`src/rtl/mux_sel_pkg.sv`:
```
// Shared types and constants for the mux_sel_pipe select stage.
// Latency: n/a (package only).
// Backpressure: n/a.
// Contents: clog2 constant function, default WIDTH/NUM_IN, beat struct for the
// default configuration, and the skid buffer occupancy state type.
package mux_sel_pkg;

    localparam int DEF_WIDTH  = 5;
    localparam int DEF_NUM_IN = 4;

    // Number of bits needed to index n items (n >= 2 gives >= 1).
    function automatic int clog2(input int n);
        int r;
        r = 0;
        for (int v = n - 1; v > 0; v = v >> 1) begin
            r++;
        end
        return r;
    endfunction

    // One beat of the default configuration: selected data, the select that
    // produced it, and the out-of-range flag.
    typedef struct packed {
        logic [DEF_WIDTH-1:0]         data;
        logic [clog2(DEF_NUM_IN)-1:0] sel;
        logic                         err;
    } beat_t;

    // Occupancy of the two-entry skid buffer.
    typedef enum logic [1:0] {
        ST_EMPTY = 2'd0,   // main invalid
        ST_ONE   = 2'd1,   // main valid, skid empty
        ST_FULL  = 2'd2    // main and skid valid, upstream stalled
    } skid_state_e;

endpackage

```
`src/rtl/mux_sel_pipe_skid_reg.sv`:
```
// Generic two-entry valid/ready skid buffer over a W-bit payload.
// Latency: 1 cycle from in_fire to out_valid when main is empty or draining.
// Backpressure: in_ready is a register (low only when both entries are full);
//   there is no combinational path from out_ready to in_ready.
// Ports: clk, reset (async, active high); in_valid/in_ready/in_dat upstream;
//   out_valid/out_ready/out_dat downstream (out_dat driven by the main register).
module skid_reg
    import mux_sel_pkg::*;
#(
    parameter int W = 8
) (
    input  logic         clk,
    input  logic         reset,
    input  logic         in_valid,
    output logic         in_ready,
    input  logic [W-1:0] in_dat,
    output logic         out_valid,
    input  logic         out_ready,
    output logic [W-1:0] out_dat
);

    skid_state_e  state_q, state_d;
    logic [W-1:0] main_q, main_d;
    logic [W-1:0] skid_q, skid_d;
    logic         in_ready_q, in_ready_d;
    logic         in_fire, out_fire;

    assign in_ready  = in_ready_q;
    assign out_valid = (state_q != ST_EMPTY);
    assign out_dat   = main_q;

    assign in_fire  = in_valid & in_ready_q;
    assign out_fire = out_valid & out_ready;

    always_comb begin
        state_d = state_q;
        main_d  = main_q;
        skid_d  = skid_q;
        case (state_q)
            ST_EMPTY: begin
                if (in_fire) begin
                    main_d  = in_dat;
                    state_d = ST_ONE;
                end
            end
            ST_ONE: begin
                if (in_fire && out_fire) begin
                    main_d = in_dat;
                end else if (in_fire) begin
                    skid_d  = in_dat;
                    state_d = ST_FULL;
                end else if (out_fire) begin
                    state_d = ST_EMPTY;
                end
            end
            ST_FULL: begin
                // in_ready is low here, so only the drain side can move.
                if (out_fire) begin
                    main_d  = skid_q;
                    state_d = ST_ONE;
                end
            end
            default: state_d = ST_EMPTY;
        endcase
        // Ready for next cycle is decided from the next occupancy, which keeps
        // the output-side handshake off the combinational ready path.
        in_ready_d = (state_d != ST_FULL);
    end

    // in_ready resets low so nothing is accepted while reset is held; it
    // rises on the first clock edge after release.
    always_ff @(posedge clk or posedge reset) begin
        if (reset) begin
            state_q    <= ST_EMPTY;
            main_q     <= '0;
            skid_q     <= '0;
            in_ready_q <= 1'b0;
        end else begin
            state_q    <= state_d;
            main_q     <= main_d;
            skid_q     <= skid_d;
            in_ready_q <= in_ready_d;
        end
    end

endmodule

```
`src/rtl/mux_sel_pipe.sv`:
```
// Parametrised N:1 select stage with registered output behind a skid buffer.
// Latency: 1 cycle from in_fire to out_valid when the output is empty or draining.
// Backpressure: full throughput under stall via 2-entry skid; in_ready registered.
// Ports: clk, reset (async, active high); in_valid/in_ready, sel, data_in
//   (input i at [i*WIDTH +: WIDTH]); out_valid/out_ready, out_data, out_sel.
// Optional macro MUX_SEL_PIPE_ERR_EN adds out_err (per beat, sel >= NUM_IN)
//   and err_sticky (set on any accepted out-of-range sel, cleared by reset).
module mux_sel_pipe
    import mux_sel_pkg::*;
#(
    parameter int WIDTH  = DEF_WIDTH,
    parameter int NUM_IN = DEF_NUM_IN,
    parameter int SEL_W  = clog2(NUM_IN)
) (
    input  logic                    clk,
    input  logic                    reset,
    input  logic                    in_valid,
    output logic                    in_ready,
    input  logic [SEL_W-1:0]        sel,
    input  logic [NUM_IN*WIDTH-1:0] data_in,
    output logic                    out_valid,
    input  logic                    out_ready,
    output logic [WIDTH-1:0]        out_data,
    output logic [SEL_W-1:0]        out_sel
`ifdef MUX_SEL_PIPE_ERR_EN
    ,
    output logic                    out_err,
    output logic                    err_sticky
`endif
);

    // Beat type sized for this instance; main and skid entries both hold it.
`ifdef MUX_SEL_PIPE_ERR_EN
    typedef struct packed {
        logic [WIDTH-1:0] data;
        logic [SEL_W-1:0] sel;
        logic             err;
    } sel_beat_t;
`else
    typedef struct packed {
        logic [WIDTH-1:0] data;
        logic [SEL_W-1:0] sel;
    } sel_beat_t;
`endif

    logic [WIDTH-1:0] sel_data;
    sel_beat_t        in_beat;
    sel_beat_t        out_beat;

    // Selection happens at capture. An out-of-range select matches no input
    // and so leaves the zero default in place.
    always_comb begin
        sel_data = '0;
        for (int i = 0; i < NUM_IN; i++) begin
            if (int'(sel) == i) begin
                sel_data = data_in[i*WIDTH +: WIDTH];
            end
        end
    end

    assign in_beat.data = sel_data;
    assign in_beat.sel  = sel;

`ifdef MUX_SEL_PIPE_ERR_EN
    logic sel_oor;
    logic err_sticky_q, err_sticky_d;

    assign sel_oor     = (int'(sel) >= NUM_IN);
    assign in_beat.err = sel_oor;

    assign err_sticky_d = err_sticky_q | (in_valid & in_ready & sel_oor);

    always_ff @(posedge clk or posedge reset) begin
        if (reset) begin
            err_sticky_q <= 1'b0;
        end else begin
            err_sticky_q <= err_sticky_d;
        end
    end

    assign err_sticky = err_sticky_q;
    assign out_err    = out_beat.err;
`endif

    skid_reg #(
        .W($bits(sel_beat_t))
    ) u_skid (
        .clk       (clk),
        .reset     (reset),
        .in_valid  (in_valid),
        .in_ready  (in_ready),
        .in_dat    (in_beat),
        .out_valid (out_valid),
        .out_ready (out_ready),
        .out_dat   (out_beat)
    );

    assign out_data = out_beat.data;
    assign out_sel  = out_beat.sel;

endmodule
```
`config.mk`:
```
export PLATFORM = sky130hd
export DESIGN_NAME = mux_sel_pipe
export DESIGN_NICKNAME = d
export VERILOG_FILES = /design/src/rtl/mux_sel_pkg.sv /design/src/rtl/mux_sel_pipe_skid_reg.sv /design/src/rtl/mux_sel_pipe.sv
export SDC_FILE = /design/constraint.sdc
export NUM_CORES = 1
export LEC_CHECK = 0
export ABC_AREA = 1
export CAP_MARGIN = 5
export CELL_PAD_IN_SITES_DETAIL_PLACEMENT = 0
export CELL_PAD_IN_SITES_GLOBAL_PLACEMENT = 2
export CORE_MARGIN = 10
export CORE_UTILIZATION = 22
export DETAILED_ROUTE_END_ITERATION = 8
export PLACE_DENSITY_LB_ADDON = 0.1
export SLEW_MARGIN = 20
export SYNTH_ARGS = -nofsm -noshare
export SYNTH_HDL_FRONTEND = slang
export SYNTH_HIERARCHICAL = 1
export SYNTH_SLANG_ARGS = --single-unit
```
`constraint.sdc`:
```
create_clock -name clk -period 1.1 [get_ports clk]
set_input_delay 0.11 -clock clk [delete_from_list [all_inputs] [get_ports clk]]
set_output_delay 0.11 -clock clk [all_outputs]
set_load 0.02 [all_outputs]
```
==> run metrics, run 1 <==
status=finished with violations; violated checks=negative setup slack; Vias/cell=4.39; most common cell after layout, fill and taps aside=nand3_1; WL/cell=13.2 microns; GRT Overall Usage=8.36%; Slew Limit Fails=0; Cell Area, Synth=1040 sq um; Avg Inst Size Synth=8.03 sq um; I/O pins=35; CP Launch Type=register; CP Max Fanout=8; HPWL Detailed=2.49 mm; Seq/Total Area, Yosys=41.1%; period utilization=104%; post-synth cell types=15; area growth from synthesis to layout=61.7%; CTS sink cnt=17; Die H=88.6 microns; RePlAce Congestion=0.794; layout cells sized above 1=32.2%; most frequent cells in the layout=nand3_1 (33), nand2_1 (32), clkdlybuf4s50_1 (23); initial drt markers=65; Max Clk Rate=0.877 GHz; full die area=7850 sq um; Mapped Cells=129; final hold slack=0.178 ns; CTS root buf=clkbuf_8; initial antenna violation count=0; PnR worst setup slack=-0.0408 ns; vias in the first global route=1077; Port Buffer Count=34; final setup violation count=14; PD cells=1840 nW/um^2; worst hold path class=input pin to asynchronous set/reset pin; Clock Latency Late Sink=0.25 ns; Total Power=3090 uW; Final nets=207; number of flops mapped to enable cells by yosys=0; setup_tns=-0.500 ns; Synth Flop Type=dfrtp_1; starting density of the core=23.3%; Synthesis Warnings=6; Leak=0.000791 uW; Most Used Layer, Global Route=met2; GR Overflow Total=0; CTS clock-pin slew for the worst setup and hold paths=0.07 ns; worst vdd ir=512 uV; CTS tree=done; met2 Usage GRT=12.7%; row cnt=24; Final min period=1.14 ns; Max Cap Viol=0; fin cells=232; via count=1018; crit path DAT=1.28 ns; H-tree level count=1; unrepaired setup endpoints after global routing=true; ys async rst share=100%; largest net degree at the start of global routing=18; Max-slew headroom=84.6%; worst-margin pin slew=0.231 ns; Hold Vio Cnt, Final=0; Die W=88.6 microns; met1 usage=10.4%; Antenna Cells=0; syn nets=155; DRT antenna net count=0; DRT Pass-1 Iters=4; worst clock skew=0.00228 ns; CP Capture Type=register; Core Region=4440 sq um; final wirelength=3.07 mm; first-pass GRT wire length=5.10 mm; # DRC=0; CP Data Required Time=1.24 ns; met3 usage=2.85%; CTS buffer count=3; CTS Buffer Depth=2; Setup CP Type=register to register; cts-stage hold buffer count=0; Seq cells post-synth=17; DP Cell Count=227
==> cell usage after synthesis, types with 2 or more instances <==
cell / instances / area [sq um]
inv_1: 3 / 11.3
nand4_1: 5 / 31.3
nand3_1: 37 / 185
nand2_1: 42 / 158
nand2_8: 2 / 40.0
nand2_2: 8 / 50.1
inv_2: 3 / 11.3
buf_6: 3 / 33.8
dfrtp_1: 17 / 425
inv_4: 2 / 12.5
nand2_4: 3 / 33.8
==> through the flow <==
| step | cell area [sq um] | setup WS (ns) | util, % |
|---|---|---|---|
| floorplan | 1040 | 0.0199 | - |
| global placement | 1530 | -0.276 | 34.3 |
| detailed placement | 1530 | -0.306 | 34.3 |
| CTS | 1620 | -0.0494 | 36.5 |
| global route | 1680 | -0.109 | 37.7 |
| finish | 1680 | -0.0408 | 37.7 |
==> flip-flops by register name, indices dropped and copies added (netlist names) <==
name / count
u_skid/out_dat: 7
u_skid/skid_q: 7
u_skid/in_ready: 1
u_skid/state_q: 2
==> what timing repair did <==
action,in CTS,in global routing
gates resized for setup,19,22
cloned,0,0
pin swaps,0,10
setup endpoints to repair,24,21
buffers inserted,1,0
==> critical path: stages, from the launching register on <==
cell and delay (ns):
dfrtp_1 0.41, inv_4 0.08, buf_6 0.10, nand3_4 0.12, nand2_8 0.13, nand2_8 0.08, nand2_2 0.07, nand2_1 0.05
==> report_power, final <==
group          switching (uW)  leakage [uW]  internal, uW
logic                     856      0.000555           683
registers                 193      0.000211           896
clock network             210     0.0000255           251
==> layout make-up <==
| class | count | area, sq um |
|---|---|---|
| fillers | 461 | 2770 |
| multi-input cells | 101 | 629 |
| repair buffers | 50 | 472 |
| flip-flops and latches | 17 | 425 |
| well taps | 52 | 65.1 |
| clock buffers | 3 | 41.3 |
| inverters | 8 | 37.5 |
| clock inverters | 1 | 5.00 |
==> cells by family after synthesis <==
logic type	synth area share (%)
AOI/OAI and AO/OA	0.846
and+or+nand+nor	51.5
DFF	41.1
buffers and inverters	6.64
==> routing by layer <==
metal,routed length [microns],part of all wire (%)
met1,1440,47
met2,1310,43
met3,275,9.0
met4,40,1.3
met5,0,0
==> path summary, 6_finish.rpt <==
kind,slack (ns),start,endpoint,depth (start not counted)
max in group asynchronous,0.73,reset,u_skid/out_dat[3],3
min in group clk,0.40,sel[0],u_skid/skid_q[0],4
setup / recovery,-0.04,u_skid/state_q[1],u_skid/out_dat[4],7
hold / removal,0.18,reset,u_skid/state_q[0],3
hold reg to reg,0.47,u_skid/out_dat[5],u_skid/out_dat[5],2
setup reg to reg,-0.04,u_skid/state_q[1],u_skid/out_dat[4],7
No activity file was read; power rests on OpenSTA's default activity.
==> run 2: changes to the inputs <==
--- a/config.mk
+++ b/config.mk
@@ -9,8 +9,8 @@
 export CAP_MARGIN = 5
 export CELL_PAD_IN_SITES_DETAIL_PLACEMENT = 0
 export CELL_PAD_IN_SITES_GLOBAL_PLACEMENT = 2
-export CORE_MARGIN = 10
-export CORE_UTILIZATION = 22
+export CORE_UTILIZATION = 23
+export CTS_BUF_LIST = sky130_fd_sc_hd__clkbuf_8
 export DETAILED_ROUTE_END_ITERATION = 8
 export PLACE_DENSITY_LB_ADDON = 0.1
 export SLEW_MARGIN = 20
==> run 2 against run 1 <==
  * The run still ends with negative setup slack left
  * Clock power up 2%
  * Maximum frequency shrank 3.1%
  * Global-route usage grew 3.7 points
  * Sequential cell count is the same
  * Worst hold slack lost 0.0017 ns
  * Cell area fell by 2.2%
  * First-iteration DRC count decreased by 75%
  * Critical endpoint unchanged
  * Largest power group unchanged
==> run metrics, run 2 (synthesized netlist as in run 1, its figures left out) <==
worst-margin pin slew=0.241 ns; r2r setup slk=-0.08 ns; Slew Limit Fails=0; CTS root buf=clkbuf_8; CTS clock-pin slew for the worst setup and hold paths=0.07 ns; max incr delay on CP=0.42 ns; reg-to-reg startpoint=u_skid/state_q[1]; crit path DAT=1.32 ns; I/O pins=35; CP Capture Type=register; WL/cell=11.6 microns; CTS sink cnt=17; crit path buf inv count=2; Die W=69.1 microns; cts-stage hold buffer count=0; Register Area=425 sq um; crit path from=u_skid/state_q[1]; most frequent cells in the layout=nand2_1 (40), nand3_1 (37), clkdlybuf4s50_1 (23); initial antenna violation count=0; Max Cap Viol=0; CP Launch Type=register; Hold Vio Cnt, Final=0; full die area=4780 sq um; CP Max Fanout=8; # fillers=439; H-tree level count=1; reg2reg end=u_skid/out_dat[4]; Die H=69.1 microns; row cnt=24; HPWL Detailed=2.15 mm; Total Power=3010 uW; # DRC=0; worst clock skew=0.00103 ns; final hold slack=0.176 ns; DRT Pass-1 Iters=4; unrepaired setup endpoints after global routing=true; RePlAce Congestion=0.726; final setup violation count=15; CP max-delay cell=dfrtp_1; status=finished with violations; GR Overflow Total=0; CTS buffer count=3; layout cells sized above 1=24.9%; Antenna Cells=0; worst hold path class=input pin to asynchronous set/reset pin; fin util=37.6%; Max-slew headroom=83.9%; CTS Buffer Depth=2; Clock Latency Late Sink=0.25 ns; Max Clk Rate=0.849 GHz; PnR worst setup slack=-0.0778 ns; first-pass GRT wire length=4.64 mm; footprint of the multi-input gates=574 sq um; via count=1021; Core Region=4350 sq um; Final min period=1.18 ns; violated checks=negative setup slack; initial drt markers=16; Vias/cell=4.38; Port Buffer Count=34; Setup CP Type=register to register; worst vdd ir=491 uV; period utilization=107%; final wirelength=2.70 mm; CP cell instances=inv_4 > buf_6 > nand3_4 > nand2_8 > nand2_8 > nand2_2 > nand2_1; starting density of the core=23.8%; DRT antenna net count=0; most common cell after layout, fill and taps aside=nand2_1; CTS tree=done; largest net degree at the start of global routing=18; area growth from synthesis to layout=58.1%; CP Data Required Time=1.24 ns; PD cells=1840 nW/um^2; Reg2Reg Depth=7; Final nets=208; vias in the first global route=1044; Leak=0.000789 uW; Worst path top cell family by delay=simple AND/OR/NAND/NOR gates; Critical Path Most Common Cell=nand2_8; GRT Overall Usage=12.0%
-- run 2: cell types whose count changed in the layout (fill, tap and decap cells not counted), sizes merged --
cell,before,now
clkdlybuf4s15,4,5
dlymetal6s2s,2,1
clkinv,1,0
buf,17,18
inv,8,9
-- run 2: metrics by stage --
stage	cells	cell area [sq um]	TNS [ns]	setup WS [ns]
5_1_grt	233	1640	-1.67	-0.143
4_1_cts	228	1560	-0.714	-0.0615
3_3_place_gp	224	1500	-3.08	-0.306
6_report	233	1640	-0.518	-0.0778
2_1_floorplan	129	1040	0	0.0199
3_5_place_dp	224	1500	-3.30	-0.327
-- run 2: routing by layer --
metal  global-route usage, %  up-vias  wire length (microns)
li1                        -      533                      -
met1                    14.5      451                   1200
met2                    21.1       35                   1350
met3                    1.90        2                    123
met4                    4.76        0                     27
met5                       0        -                      0
-- run 2: timing repair --
| action | 4_1_cts | 5_1_grt |
|---|---|---|
| setup buffers | 0 | 5 |
| setup endpoints to repair | 24 | 21 |
| resized for setup | 18 | 12 |
| pin swaps | 0 | 7 |
-- run 2: worst reg2reg max path, cell delays in order (launching register included) --
cell	delay [ns]
dfrtp_1	0.42
inv_4	0.07
buf_6	0.09
nand3_4	0.12
nand2_8	0.14
nand2_8	0.09
nand2_2	0.08
nand2_1	0.06
-- run 2: how the worst max path moves through the flow --
stage | slack [ns] | depth (start not counted) | endpoint
after CTS | -0.06 | 6 | u_skid/skid_q[4]
after global routing | -0.14 | 7 | u_skid/out_dat[4]
after detailed placement | -0.33 | 8 | u_skid/out_dat[6]
after global placement | -0.31 | 8 | u_skid/out_dat[6]
after floorplan | 0.02 | 7 | u_skid/out_dat[0]
final | -0.08 | 7 | u_skid/out_dat[4]
-- run 2: cell type report --
cell class,instances,share of cell area (%)
inverters,8,2.29
well taps,52,3.97
clock buffers,3,2.52
flip-flops and latches,17,26.0
multi-input cells,101,35.1
clock inverters,1,0.229
repair buffers,51,29.9
-- run 2: power breakdown --
group / leakage [uW] / switching, uW / internal, uW
clock network: 0.0000269 / 222 / 248
registers: 0.000211 / 168 / 895
logic: 0.000552 / 813 / 668
==> run 3: changes to the inputs <==
--- a/config.mk
+++ b/config.mk
@@ -6,14 +6,12 @@
 export NUM_CORES = 1
 export LEC_CHECK = 0
 export ABC_AREA = 1
-export CAP_MARGIN = 5
 export CELL_PAD_IN_SITES_DETAIL_PLACEMENT = 0
 export CELL_PAD_IN_SITES_GLOBAL_PLACEMENT = 2
 export CORE_UTILIZATION = 23
 export CTS_BUF_LIST = sky130_fd_sc_hd__clkbuf_8
 export DETAILED_ROUTE_END_ITERATION = 8
 export PLACE_DENSITY_LB_ADDON = 0.1
-export SLEW_MARGIN = 20
 export SYNTH_ARGS = -nofsm -noshare
 export SYNTH_HDL_FRONTEND = slang
 export SYNTH_HIERARCHICAL = 1
==> results of run 3 <==
The final DEF is identical to that of run 2; final timing and power are the same.
